===== src/rtl/truth_table_engine.sv =====
// Runtime-writable 2^N x 1 truth table with registered lookups and an optional
// full-table stream (sweep), enabled by defining TRUTH_TABLE_SWEEP_EN.
module truth_table_engine #(
  parameter int unsigned           N    = 4,
  parameter logic [(1<<N)-1:0]     INIT = 16'hD5FD
) (
  input  logic         clk_i,
  input  logic         rst_ni,
  input  logic         wr_en_i,
  input  logic [N-1:0] wr_addr_i,
  input  logic         wr_data_i,
  output logic         wr_err_o,
  input  logic         in_valid_i,
  input  logic [N-1:0] in_addr_i,
  output logic         out_valid_o,
  output logic         out_f_o,
  input  logic         sweep_start_i,
  output logic         sweep_busy_o,
  output logic         sw_valid_o,
  input  logic         sw_ready_i,
  output logic [N-1:0] sw_addr_o,
  output logic         sw_f_o,
  output logic         sweep_done_o,
  output logic [N:0]   sw_ones_o
);

  localparam int unsigned DEPTH = 1 << N;

  logic [DEPTH-1:0] table_q, table_d;
  logic             out_valid_q, out_f_q, out_f_d;
  logic             wr_ok_s;

  // Table write path; the lookup below reads table_q, so a same-edge lookup sees the old value
  always_comb begin
    table_d = table_q;
    if (wr_ok_s) begin
      table_d[wr_addr_i] = wr_data_i;
    end else begin
      table_d = table_q;
    end
  end

  // Lookup result; out_f holds its last value when no request is present
  always_comb begin
    out_f_d = out_f_q;
    if (in_valid_i) begin
      out_f_d = table_q[in_addr_i];
    end else begin
      out_f_d = out_f_q;
    end
  end

  // Table and lookup registers
  always_ff @(posedge clk_i or negedge rst_ni) begin
    if (!rst_ni) begin
      table_q     <= INIT;
      out_valid_q <= 1'b0;
      out_f_q     <= 1'b0;
    end else begin
      table_q     <= table_d;
      out_valid_q <= in_valid_i;
      out_f_q     <= out_f_d;
    end
  end

  assign out_valid_o = out_valid_q;
  assign out_f_o     = out_f_q;

`ifdef TRUTH_TABLE_SWEEP_EN
  typedef enum logic [1:0] {
    S_IDLE = 2'd0,
    S_RUN  = 2'd1,
    S_DONE = 2'd2
  } state_e;

  localparam logic [N-1:0] CNT_LAST = N'(DEPTH - 1);
  localparam logic [N-1:0] CNT_ONE  = N'(1'b1);

  state_e         state_q, state_d;
  logic [N-1:0]   cnt_q, cnt_d;
  logic [N:0]     ones_q, ones_d, sw_ones_q, sw_ones_d;
  logic           wr_err_q, wr_err_d;
  logic           run_s, busy_s, beat_f_s;

  assign run_s    = (state_q == S_RUN);
  assign busy_s   = (state_q != S_IDLE);
  assign beat_f_s = table_q[cnt_q];
  assign wr_ok_s  = wr_en_i & ~busy_s;
  assign wr_err_d = wr_en_i & busy_s;

  // Sweep next-state: count beats on each accepted transfer, latch the ones total on DONE entry
  always_comb begin
    state_d   = state_q;
    cnt_d     = cnt_q;
    ones_d    = ones_q;
    sw_ones_d = sw_ones_q;
    case (state_q)
      S_IDLE: begin
        if (sweep_start_i) begin
          state_d = S_RUN;
          cnt_d   = {N{1'b0}};
          ones_d  = {(N+1){1'b0}};
        end else begin
          state_d = S_IDLE;
        end
      end
      S_RUN: begin
        if (sw_ready_i) begin
          cnt_d  = cnt_q + CNT_ONE;
          ones_d = ones_q + {{N{1'b0}}, beat_f_s};
          if (cnt_q == CNT_LAST) begin
            state_d   = S_DONE;
            sw_ones_d = ones_q + {{N{1'b0}}, beat_f_s};
          end else begin
            state_d = S_RUN;
          end
        end else begin
          state_d = S_RUN;
        end
      end
      S_DONE:  state_d = S_IDLE;
      default: state_d = S_IDLE;
    endcase
  end

  // Sweep state registers
  always_ff @(posedge clk_i or negedge rst_ni) begin
    if (!rst_ni) begin
      state_q   <= S_IDLE;
      cnt_q     <= {N{1'b0}};
      ones_q    <= {(N+1){1'b0}};
      sw_ones_q <= {(N+1){1'b0}};
      wr_err_q  <= 1'b0;
    end else begin
      state_q   <= state_d;
      cnt_q     <= cnt_d;
      ones_q    <= ones_d;
      sw_ones_q <= sw_ones_d;
      wr_err_q  <= wr_err_d;
    end
  end

  // Stream outputs decode only registered state, so sw_ready never reaches sw_valid
  assign sweep_busy_o = busy_s;
  assign sw_valid_o   = run_s;
  assign sw_addr_o    = run_s ? cnt_q : {N{1'b0}};
  assign sw_f_o       = run_s & beat_f_s;
  assign sweep_done_o = (state_q == S_DONE);
  assign sw_ones_o    = sw_ones_q;
  assign wr_err_o     = wr_err_q;
`else
  logic unused_sweep_s;

  assign unused_sweep_s = ^{sweep_start_i, sw_ready_i};
  assign wr_ok_s        = wr_en_i;
  assign sweep_busy_o   = 1'b0;
  assign sw_valid_o     = 1'b0;
  assign sw_addr_o      = {N{1'b0}};
  assign sw_f_o         = 1'b0;
  assign sweep_done_o   = 1'b0;
  assign sw_ones_o      = {(N+1){1'b0}};
  assign wr_err_o       = 1'b0;
`endif

endmodule

===== config.mk =====
export PLATFORM = sky130hd
export DESIGN_NAME = truth_table_engine
export DESIGN_NICKNAME = d
export VERILOG_FILES = /design/src/rtl/truth_table_engine.sv
export SDC_FILE = /design/constraint.sdc
export NUM_CORES = 1
export LEC_CHECK = 0
export CORE_MARGIN = 2
export CORE_UTILIZATION = 49
export DETAILED_ROUTE_END_ITERATION = 8
export PLACE_DENSITY = 0.83
export SYNTH_ARGS = -nofsm -noshare
export SYNTH_HDL_FRONTEND = slang
export SYNTH_SLANG_ARGS = --single-unit

===== constraint.sdc =====
create_clock -name clk_i -period 3.3 [get_ports clk_i]
set_input_delay 0.825 -clock clk_i [delete_from_list [all_inputs] [get_ports clk_i]]
set_output_delay 0.825 -clock clk_i [all_outputs]
set_load 0.03 [all_outputs]

## Word-level counts from Yosys, hierarchy flattened

Cells that the tools add are included.

- Bits in latches: 0
- RAM bits: 0
- Flip-flop bits (word level): 18
- Memories: 0
- ROM bits: 0

- Shifts and indexed selects: 0
- Div/mod/pow operators: 0
- Multipliers: 0
- Bitwise operators: 0
- Muxes and demuxes: 5
- Reductions and logical operators: 1
- $lt $le $gt $ge: 3
- Equality and inequality tests: 0
- $add $sub $neg: 0

Operators with widths:

| operator | number |
|---|---|
| 16-bit bitwise mux | 1 |
| 4-bit by 5-bit less-than comparator with 1-bit output (second input constant) | 2 |
| 1-bit binary-select mux with 4-bit select | 1 |
| 1-bit demux with 4-bit select | 1 |
| 4-bit by 1-bit >= comparator with 1-bit output (second input constant) | 1 |
| 1-bit two-way mux | 2 |
| 1-bit logical AND | 1 |

## Logic depth before layout (Yosys ltp)

- Depth in word-level cells: 5
- Mapped depth: 4
- Mapped depth without buffers: 4

## Worst setup path after synthesis

Ideal clock, no wire load.

- Path kind: in2reg
- Start: input in_addr_i[1]
- End: register out_f_q (netlist: out_f_o)
- Arrival: 1.790 ns
- Path slack: 1.385 ns
- Stages: 4
- Buffers on the path: 0
- Required time: 3.175 ns
- Cells stage by stage: mux4_1 > mux2i_1 > mux2i_1 > mux2_4

- Longest elaborated chain between the ends: 2

Ends and longest elaborated chain:

| what | line | RTL |
|---|---|---|
| start: declaration | 14 | `input logic [N-1:0] in_addr_i,` |
| 1-bit binary-select mux with 4-bit select | 47 | `out_f_d = table_q[in_addr_i];` |
| 1-bit two-way mux (implied by the code) | 47 |  |
| end signal: assignment | 62 | `out_f_q <= out_f_d;` |
| end: declaration | 30 | `logic out_valid_q, out_f_q, out_f_d;` |

No other way between the ends. The select of a mux whose other input is x is not followed.
A chain may end at the register's enable or synchronous reset.

## Final worst setup path

- Start: input in_addr_i[0]
- End: register out_f_q (netlist: out_f_o)

The elaborated chain is that of the path after synthesis.

==> reports/metrics.sh <==
RUN_STATUS='finished, final reports clean'
DP.FINAL_HPWL_UM=1320
FP.DIEAREA_SQ_UM=2500
FP.DIEH_UM=50.0
IO_PINS=31
DRV_CAP=0
WORSTPATHARRIVAL_NS=2.49
YOSYS.CELL_TYPES.COUNT=16
POSTROUTEWIRELENGTH_UM=1700
SLEW_OF_THE_PIN_WITH_THE_LOWEST_SLEW_MARGIN_NS=0.805
MET1_LENGTH_UM=768
SYNTH_COMPOUND_GATE_AREA_SHARE_PCT=0
PLACEABLECOREAREA_SQ_UM=1980
FINALHOLDVIOLCOUNT=0
FIN_SETUP_TNS_NS=0
SYNTH_TOP_FAMILY_BY_AREA='multiplexers'
VIAS=634
MAX-VDD-IR-DROP_mV=0.350
WORST_HOLD_PATH_TYPE='reg -> reg'
GRT_MAX_DEGREE=19
NETLIST_TOP_CELLS_AREA='sky130_fd_sc_hd__dfstp_2, sky130_fd_sc_hd__mux2_2, sky130_fd_sc_hd__dfrtp_1, sky130_fd_sc_hd__buf_4, sky130_fd_sc_hd__mux4_1'
SYNTH.TOP_CELL.AREA_SHARE_PCT=30.4
XOR_XNOR_CELL_AREA_SHARE_OF_THE_YOSYS_NETLIST_PCT=0
WORST_SETUP_HOLD_PATH_CLK_SLEW_NS=0.09
GRT_ANTENNA_BEFORE_REPAIR=0
POST_CTS_RESIZED=0
CLOCK_LATENCY_LATE_SINK_NS=0.30
SIMPLE_GATE_PORTION_OF_THE_SYNTHESIZED_AREA_PCT=11.6
POSTCTSHOLDBUFS=0
NUMPORTBUFFERS=14
PLACE_WORST_SETUP_SLACK_NS=0.664
LEAKAGEPOWER_nW=0.488
AVGVIACOUNTPERCELL=5.07
DETAIL_ROUTE.FIRST_PASS.ITERATIONS=3
START_UTIL_PCT=52.3
DESIGN.FINAL.NETS=114
NETLIST_INSTANCES=84
PATH_MAX_FANOUT=3
CRITICAL-PATH-MAX-STAGE-DELAY_NS=0.59
TIMING.FINAL.CRIT_PERIOD_NS=2.31
WORST_R2R_ENDPOINT='out_f_o$_DFFE_PN0P_'
CTS-ROOT-BUF='sky130_fd_sc_hd__clkbuf_4'
FIN_CRIT_SH_PCT=70.0
CRIT_REQUIRED_NS=3.48
FINAL_ANTENNA_NET_COUNT=0
SETUP.REG_TO_REG.WORST_SLACK_NS=1.78
LAYOUT-DRIVE-GT1-SHARE_PCT=33.7
TIMING.CRITICAL_PATH.FROM_TYPE='primary input'
MAX_FREQ_MHz=433
SYNTH_AREA_SQ_UM=1040
TIMING.HOLD.WORST_PATH_DEPTH=1
GRT_PASS1_VIAS=627
SYNTH.LARGEST_AREA_CELL='sky130_fd_sc_hd__dfstp_2'
FF2FF_PATH_DEPTH=4
POWER_PER_CELL_AREA_nW_PER_UM2=521
SETUP_VIOL=0
WORSTSETUPPATHTYPE='in -> reg'
SYNTH.MUX.AREA_FRACTION_PCT=31.9
GRT_OVERFLOW=0
ROUTE.TOP_LAYER_USED='met4'
DIE_W_UM=50.0
ROUTED-WL-MET2_UM=815
MET3ROUTEDLENGTH_UM=83
SLOWEST_STAGE='sky130_fd_sc_hd__mux4_1'
TIMING.FINAL.MAX_SLEW_VIOLATIONS=0
SYNTHESIS.AREA_PER_INSTANCE_SQ_UM=12.3
POST_SYNTH_FA_HA_MAJ_AREA_FRACTION_PCT=0
SETUP_REPAIR_AFTER_GLOBAL_ROUTING_MISSED_ITS_MARGIN='false'
HTREE_LEVELS=1
WIRE_LENGTH_OF_THE_FIRST_GLOBAL_ROUTING_PASS_UM=2680
DETAIL_ROUTE.ITER0.VIOLATIONS=4
TRITONCTS_CLOCK_TREE='done'
SETUP_SLACK_NS=0.989
NUMCTSBUFFERS=3
YOSYSWARNINGS=0
CLOCK-SKEW-FINAL_NS=0.0100
POSTSYNTHREGISTERBITS=18
DRT-WIRELENGTH-PER-CELL_UM=13.6
WHS_ENDPOINT='out_f_o$_DFFE_PN0P_'
ENDPOINT_KIND='flop'
ANTENNADIODECOUNT=0
ROWS=16
FINALWEIGHTEDCONGESTION=0.770
CTS.REPAIR_TIMING.SETUP_BUFFER_COUNT=0
SYN2LAYOUT_AREA_GROWTH_PCT=13.8
CRITICAL_PATH.MOST_COMMON_CELL='sky130_fd_sc_hd__mux2i_1'
SYNTH_SEQUENTIAL_AREA_RATIO_PCT=44.9
CTS.SINKS=18
WORST_R2R_STARTPOINT='table_q[1]$_DFFE_PN0P_'
POST-ROUTE-DRC-COUNT=0
PATH_CELLS='clkdlybuf4s50_1 > mux4_1 > mux2i_1 > mux2i_1 > mux2_4'
CLOCK_TREE.BUFFER_DEPTH=2
HOLD_PATH.STARTPOINT='out_f_o$_DFFE_PN0P_'
GLOBAL_ROUTE.USAGE.TOTAL_PCT=14.6
SLEW_HEADROOM_PCT=46.1
-- metal layers --
metal | up-vias | track usage, %
li1 | 296 | -
met1 | 312 | 16.7
met2 | 24 | 25.9
met3 | 2 | 2.42
met4 | 0 | 6.94
met5 | - | 0
-- how the worst max path moves through the flow --
stage,from,endpoint,slack [ns],cells past startpoint
2_1_floorplan,in_addr_i[1],out_f_o$_DFFE_PN0P_,1.39,4
3_3_place_gp,in_addr_i[1],out_f_o$_DFFE_PN0P_,0.68,5
3_5_place_dp,in_addr_i[0],out_f_o$_DFFE_PN0P_,0.66,5
4_1_cts,in_addr_i[0],out_f_o$_DFFE_PN0P_,0.98,5
5_1_grt,in_addr_i[0],out_f_o$_DFFE_PN0P_,0.93,5
6_report,in_addr_i[0],out_f_o$_DFFE_PN0P_,0.99,5
-- critical path: cells and delay by family --
kind                   cells  cell delay, ns
muxes                      4            1.09
buffers and inverters      1            0.58
-- placed cells by master, fill, tap and decap left out --
master,netlist,layout
sky130_fd_sc_hd__nand2_1,2,2
sky130_fd_sc_hd__nand3_1,2,2
sky130_fd_sc_hd__clkdlybuf4s50_1,0,14
sky130_fd_sc_hd__mux2_2,16,16
sky130_fd_sc_hd__dfstp_2,12,12
sky130_fd_sc_hd__mux4_1,4,4
sky130_fd_sc_hd__mux2_4,1,1
sky130_fd_sc_hd__clkbuf_8,0,1
sky130_fd_sc_hd__nor3_1,3,3
sky130_fd_sc_hd__nand3b_1,4,4
sky130_fd_sc_hd__clkbuf_4,0,3
sky130_fd_sc_hd__nand2b_1,2,2
sky130_fd_sc_hd__nor3b_1,1,1
sky130_fd_sc_hd__dfrtp_1,6,6
sky130_fd_sc_hd__conb_1,1,14
sky130_fd_sc_hd__nor2_1,10,10
sky130_fd_sc_hd__mux2i_1,3,3
-- power breakdown --
| group | internal, W | switching [W] |
|---|---|---|
| registers | 0.000295 | 0.0000241 |
| clock network | 0.0000673 | 0.0000665 |
| logic | 0.0000873 | 0.0000737 |
| total | 0.000450 | 0.000164 |
-- layout make-up --
class                           instances  area (sq um)
Clock buffer                            4          36.3
Tap cell                               27          33.8
Sequential cell                        18           465
Fill cell                             175           803
Timing Repair Buffer                   14           140
Multi-Input combinational cell         62           503
-- cells by family after synthesis --
logic type    Yosys count
mux                    24
other cells             1
simple gates           24
flops                  18
buf+inv                17
-- Yosys cell counts --
| cell | instances |
|---|---|
| sky130_fd_sc_hd__buf_4 | 14 |
| sky130_fd_sc_hd__clkbuf_1 | 3 |
| sky130_fd_sc_hd__conb_1 | 1 |
| sky130_fd_sc_hd__dfrtp_1 | 6 |
| sky130_fd_sc_hd__dfstp_2 | 12 |
| sky130_fd_sc_hd__mux2_2 | 16 |
| sky130_fd_sc_hd__mux2_4 | 1 |
| sky130_fd_sc_hd__mux2i_1 | 3 |
| sky130_fd_sc_hd__mux4_1 | 4 |
| sky130_fd_sc_hd__nand2_1 | 2 |
| sky130_fd_sc_hd__nand2b_1 | 2 |
| sky130_fd_sc_hd__nand3_1 | 2 |
| sky130_fd_sc_hd__nand3b_1 | 4 |
| sky130_fd_sc_hd__nor2_1 | 10 |
| sky130_fd_sc_hd__nor3_1 | 3 |
| sky130_fd_sc_hd__nor3b_1 | 1 |
-- stage by stage --
| step | total power (W) | std cells | instance area [sq um] | hold slack, ns | utilization [%] |
|---|---|---|---|---|---|
| after detailed placement | 0.000488 | 121 | 1140 | 0.495 | 57.6 |
| after floorplan | 0.000445 | 97 | 1080 | 0.472 | - |
| after global routing | 0.000647 | 125 | 1180 | 0.542 | 59.5 |
| after CTS | 0.000625 | 125 | 1180 | 0.524 | 59.5 |
| final | 0.000614 | 125 | 1180 | 0.516 | 59.5 |
| after global placement | 0.000478 | 121 | 1140 | 0.487 | 57.6 |
-- state kept, by name (all words and copies together) (netlist names) --
signal	cells
out_f_o	1
out_valid_o	1
table_q	16
No activity file was read; power rests on OpenSTA's default activity.
